[src/rtl/key_capture4.sv]
// key_capture4: capture stage in front of the 4-to-2 encoder.
//
// Each of four raw, asynchronous, bouncy key lines is synchronized through two
// flops and then debounced. The design turns each debounced rising edge into a
// one-cycle rise event. A small IDLE/HOLD FSM converts rise events into a held
// one-hot request that stays stable until the consumer acknowledges it.
//
// Ports:
//   clk         - single clock, all state updates on its rising edge
//   rst         - synchronous, active-high reset
//   key_in[3:0] - raw asynchronous key/request lines, active-high
//   ack         - consumer has taken the current request
//   onehot_out  - registered one-hot request, 0000 when idle
//   valid       - registered, high while onehot_out holds a request
//   missed      - registered sticky flag, set when a rise event is dropped
//
// Parameter:
//   DEBOUNCE_CYCLES - consecutive cycles a synchronized level must differ
//                     from the debounced level before that level flips (>= 1)
module key_capture4 #(
    parameter int DEBOUNCE_CYCLES = 4
) (
    input  logic       clk,
    input  logic       rst,
    input  logic [3:0] key_in,
    input  logic       ack,
    output logic [3:0] onehot_out,
    output logic       valid,
    output logic       missed
);

    localparam int CW = $clog2(DEBOUNCE_CYCLES + 1);
    localparam logic [CW-1:0] CNT_MAX = CW'(DEBOUNCE_CYCLES - 1);

    typedef enum logic {
        IDLE = 1'b0,
        HOLD = 1'b1
    } state_t;

    logic [3:0]    s1_q;
    logic [3:0]    s2_q;
    logic [3:0]    db_q;
    logic [3:0]    db_d;
    logic [3:0]    dbPrev_q;
    logic [CW-1:0] cnt_q [4];
    logic [CW-1:0] cnt_d [4];
    logic [3:0]    rise_q;
    logic [3:0]    riseLowest;
    state_t        state_q;
    logic [3:0]    onehot_q;
    logic          valid_q;
    logic          missed_q;

    // Per-bit debounce: the counter only advances while the synchronized level
    // disagrees with the debounced level, and any agreement restarts it.
    always_comb begin
        for (int i = 0; i < 4; i++) begin
            db_d[i]  = db_q[i];
            cnt_d[i] = '0;
            if (s2_q[i] != db_q[i]) begin
                if (cnt_q[i] == CNT_MAX) begin
                    db_d[i] = s2_q[i];
                end else begin
                    cnt_d[i] = cnt_q[i] + 1'b1;
                end
            end
        end
    end

    // Two-flop synchronizer, debounce state, and rise detection. The rise event
    // compares the debounced level with its own delayed copy, so it appears one
    // edge after db flips to 1 and lasts exactly one cycle.
    always_ff @(posedge clk) begin
        if (rst) begin
            s1_q     <= '0;
            s2_q     <= '0;
            db_q     <= '0;
            dbPrev_q <= '0;
            rise_q   <= '0;
            for (int i = 0; i < 4; i++) begin
                cnt_q[i] <= '0;
            end
        end else begin
            s1_q     <= key_in;
            s2_q     <= s1_q;
            db_q     <= db_d;
            dbPrev_q <= db_q;
            rise_q   <= db_q & ~dbPrev_q;
            for (int i = 0; i < 4; i++) begin
                cnt_q[i] <= cnt_d[i];
            end
        end
    end

    // Isolate the lowest-index set rise bit (two's-complement trick).
    assign riseLowest = rise_q & (~rise_q + 4'd1);

    // Request FSM with registered outputs. In HOLD an ack clears the request
    // and the sticky missed flag first; a rise in the same cycle is then
    // recorded as a drop, so missed ends up set and nothing new is captured.
    always_ff @(posedge clk) begin
        if (rst) begin
            state_q  <= IDLE;
            onehot_q <= '0;
            valid_q  <= 1'b0;
            missed_q <= 1'b0;
        end else begin
            case (state_q)
                IDLE: begin
                    if (|rise_q) begin
                        onehot_q <= riseLowest;
                        valid_q  <= 1'b1;
                        state_q  <= HOLD;
                        if (|(rise_q & ~riseLowest)) begin
                            missed_q <= 1'b1;
                        end
                    end
                end
                HOLD: begin
                    if (ack) begin
                        onehot_q <= '0;
                        valid_q  <= 1'b0;
                        missed_q <= |rise_q;
                        state_q  <= IDLE;
                    end else if (|rise_q) begin
                        missed_q <= 1'b1;
                    end
                end
                default: begin
                    state_q  <= IDLE;
                    onehot_q <= '0;
                    valid_q  <= 1'b0;
                end
            endcase
        end
    end

    assign onehot_out = onehot_q;
    assign valid      = valid_q;
    assign missed     = missed_q;

endmodule

[config.mk]
export PLATFORM = sky130hd
export DESIGN_NAME = key_capture4
export DESIGN_NICKNAME = d
export VERILOG_FILES = /design/src/rtl/key_capture4.sv
export SDC_FILE = /design/constraint.sdc
export NUM_CORES = 1
export LEC_CHECK = 0
export BUFFER_PORTS_ARGS = -buffer_cell sky130_fd_sc_hd__buf_4
export CAP_MARGIN = 0
export CELL_PAD_IN_SITES_DETAIL_PLACEMENT = 1
export CELL_PAD_IN_SITES_GLOBAL_PLACEMENT = 1
export CORE_ASPECT_RATIO = 0.9
export CORE_MARGIN = 1.5
export CORE_UTILIZATION = 44
export CTS_CLUSTER_DIAMETER = 150
export DETAILED_ROUTE_END_ITERATION = 8
export PLACE_DENSITY_LB_ADDON = 0.1
export SYNTH_ARGS = -nofsm -noshare
export SYNTH_HDL_FRONTEND = slang
export SYNTH_SLANG_ARGS = --single-unit
export TNS_END_PERCENT = 10
[constraint.sdc]
create_clock -name clk -period 1.8 [get_ports clk]
set_input_delay 0 -clock clk [delete_from_list [all_inputs] [get_ports clk]]
set_output_delay 0 -clock clk [all_outputs]
set_load 0.01 [all_outputs]
# Word level (Yosys, flattened, before mapping)
# Memories as Yosys holds them, arrays and structs flattened.
# Index checks and enable logic that the tools add are counted.
# word_totals
n_memories	1
regBits	27
out_inout_bits	6
ramBits	12
elab_cells	77
# memory_table
memory	depth	width	rd	rd_clocked_by_memory_dff	write_ports	line	source
cnt_q	4	3	4	0	4	45	logic [CW-1:0] cnt_q [4];
# op_classes
mux	28
addsub	5
eq_ne	12
reduce_logical	8
bitwise_logic	11
# op_table
operator	n
$mux 3	12
$add 3x1->3 const B	4
$and 4x4->4	3
$eq 3x2->1 const B	4
$not 4->4	3
$mux 1	10
$reduce_and 2->1	5
$mux 4	2
$pmux 4 s2	1
$reduce_or 4->1	2
$ne 2x2->1 const B	3
$pmux 1 s2	3
$add 4x1->4 const B	1
$ne 1x1->1	4
$or 1x1->1	4
$ne 3x2->1 const B	1
$reduce_and 3->1	1
$not 1->1	1

# Longest topological paths before layout
# depth
ltp_word	9
depth_mapped	4
mapped_depth_nobuf	4

# Least setup slack after synthesis
# Ideal clock, no wire load.
# synth_timing
path_type	register to register
startpoint	register rise_q[1]
endpoint	register missed_q (netlist: missed)
arrival_time_ns	1.112
path_buffers	0
path_stages_with_launch	4
period_less_slack_ns	1.231
required_ns	1.681
path_slack_ns	0.569
path_cell_list	dfxtp_1 or4_4 a22oi_1 o21ai_1
# synth_via
elab_chain_len	8
word_cells_on_any_way	13
# synth_rtl
item	line	source
from (decl)	47	logic [3:0] rise_q;
from (signal assigned)	88	rise_q <= db_q & ~dbPrev_q;
$not 4->4	96	assign riseLowest = rise_q & (~rise_q + 4'd1);
$add 4x1->4	96	
$and 4x4->4	96	
$not 4->4	114	if (|(rise_q & ~riseLowest)) begin
$and 4x4->4	114	
$reduce_or 4->1	114	
$ne 2x2->1 (no line)	-	
$reduce_and 3->1 (no line)	-	
to (signal assigned)	123	missed_q <= |rise_q;
to (decl)	52	logic missed_q;
# Parallel ways exist; a longest one is shown, timed or not.
# A chain may end at the register's enable or synchronous reset.

==> flow_summary.toml <==
[run_status]
status = "finished clean"

[global_routing]
first_global_vias = 951
grt_max_degree = 31
grt-ovfl-total = 0
grt_usage_pct = 16.4
grt_pass1_wl_mm = 4.12
antenna_found_initial = 0

[floorplanning]
core_region_area_um2 = 3020
rows = 19
io_pins = 13
dieArea_um2 = 3480
die_h_um = 56.1
die_w_um = 62.0
initial_core_util_pct = 45.7

[clock_network]
htreeDepth = 2
clkSinkCount = 39
cts_tree = "done"
clock_path_buffers = 2
post_cts_buffers = 0
clock_latency_ns = 0.34
clk_pin_slew_worst_paths_ns = 0.10
numCtsBuffers = 5
cts-root-buf = "clkbuf_4"
ctsResizeCount = 0

[sta]
slew_violations = 0
slew_headroom_pct = 73.6
fin_crit_ns = 1.31
rsz0062_at_grt = "no"
setup_viol = 0
worst_slew_pin_slew_ns = 0.392
fin_tns_setup_ns = 0
finClkSkew_ns = 0.00456
post-route-period-util_pct = 72.9
final_hold_viol_count = 0
max_freq_ghz = 0.762
fin_hold_ws_ns = 0.0137

[route]
first_pass_iters = 4
drtIter0Drc = 31
vias = 931
final_antenna_net_count = 0
drcViolationCount = 0
avgRoutedWirePerCell_um = 11.7
wl_mm = 2.31
viasPerCell = 4.73

[critical_path]
crit_arrival_ns = 1.59
critPathKind = "reg -> reg"
end_kind = "flip-flop"
required_ns = 2.08
startpoint_type = "flip-flop"
ff2ff_path_depth = 4
cp_max_fo = 3

[synthesis]
synth_common_cells = "dfxtp_1, nor2_1, nor2b_1, ha_1, inv_1"
netlist_top_cells_area = "dfxtp_1, nor2b_1, ha_1"
synth_cell_types = 26
synth_warnings = 0
syn_inst = 134
synth_area_um2 = 1380
yosysTopAreaCellShare_pct = 56.6
ys_ff_latch = 39
synth.avg_cell_area_um2 = 10.3
yosys.area.top_type = "dfxtp_1"
synthFlopType = "dfxtp_1"
synth_nets = 149
yosysSeqAreaShare_pct = 56.6
yosysMostFrequentCell = "dfxtp_1"
synthArstFlopShare_pct = 0
synth_edf_count = 0

[power_and_ir_drop]
p_per_area_nw_per_um2 = 873
leakagePower_nw = 0.644
ir_drop_mv = 0.503

[run]
drv_cap = 0

[finish]
n_antenna_cell = 0
drive_gt1_share_pct = 12.9
nets = 169
utilization_pct = 53.8
area_delta_synth_final_pct = 17.7

[hold_path]
holdCritPathClass = "in -> reg"
holdPathStages = 2

[placed_design]
dp.final_hpwl_mm = 1.69
io_buffers = 12
gp_congestion = 0.703
[worst paths after layout]
check,startpoint,end,slack [ns]
max,cnt_q[3][0]$_SDFF_PP0_,cnt_q[3][2]$_SDFF_PP0_,0.49
min,rst,valid$_SDFFE_PP0P_,0.01
max reg2reg,cnt_q[3][0]$_SDFF_PP0_,cnt_q[3][2]$_SDFF_PP0_,0.49
min reg2reg,dbPrev_q[0]$_SDFF_PP0_,rise_q[0]$_SDFF_PP0_,0.39
[state kept, by name, indices dropped and copies added (netlist names)]
signal	count
dbPrev_q	4
s2_q	4
state_q	1
cnt_q	12
db_q	4
s1_q	4
missed	1
valid	1
onehot_out	4
rise_q	4
[cell type report]
class / instances / area [µm²]
clock buffers: 8 / 68.8
inverters: 8 / 30.0
fillers: 359 / 1400
well taps: 42 / 52.6
repair buffers: 17 / 140
flip-flops and latches: 39 / 781
multi-input cells: 83 / 551
[cell usage in the layout, fill, tap and decap left out, types with 5 or more instances in the layout]
| cell type | n |
|---|---|
| buf_4 | 12 |
| dfxtp_1 | 39 |
| inv_1 | 8 |
| dlygate4sd3_1 | 5 |
| ha_1 | 8 |
| clkbuf_4 | 5 |
| nor2_1 | 20 |
| nor2b_1 | 20 |
[cells by family (layout without fill, tap and decap cells)]
family / after synthesis / after routing / share of synthesized area, %
simple gates: 55 / 55 / 21.4
xor+xnor: 4 / 4 / 2.54
mux: 4 / 4 / 2.90
flops: 39 / 39 / 56.6
buf+inv: 12 / 33 / 3.45
fa+ha+maj: 8 / 8 / 7.26
compound gates: 12 / 12 / 5.81
[layer usage]
metal	track usage (%)	wire length, µm	up-vias
met4	4.56	36	0
met5	0	0	-
li1	-	-	483
met2	27.2	1160	16
met3	7.67	106	6
met1	18.3	1020	426
[report_power, final]
part | switching [mW] | internal, mW | total, mW
Sequential | 0.00466 | 0.874 | 0.878
Clock | 0.264 | 0.230 | 0.494
Combinational | 0.0191 | 0.0251 | 0.0442
Total | 0.288 | 1.13 | 1.42
[worst max-delay path, cell delays in order (launching register included)]
cell and delay, ns:
dfxtp_1 0.33, ha_1 0.19, ha_1 0.21, or3_1 0.40, nor2_1 0.12
[through the flow]
stage	setup WS, ns	total power, mW	instances	cell area, µm²
2_1_floorplan	0.569	0.919	134	1380
3_3_place_gp	0.537	0.932	184	1500
3_5_place_dp	0.486	0.935	184	1500
4_1_cts	0.463	1.44	197	1620
5_1_grt	0.394	1.50	197	1620
6_report	0.487	1.42	197	1620
[what timing repair did]
action | CTS | global route
hold buffers | 5 | 0
endpoints found under the hold margin | 7 | 0
setup endpoints to repair | 0 | 0
Power figures use the tool's default switching activity.
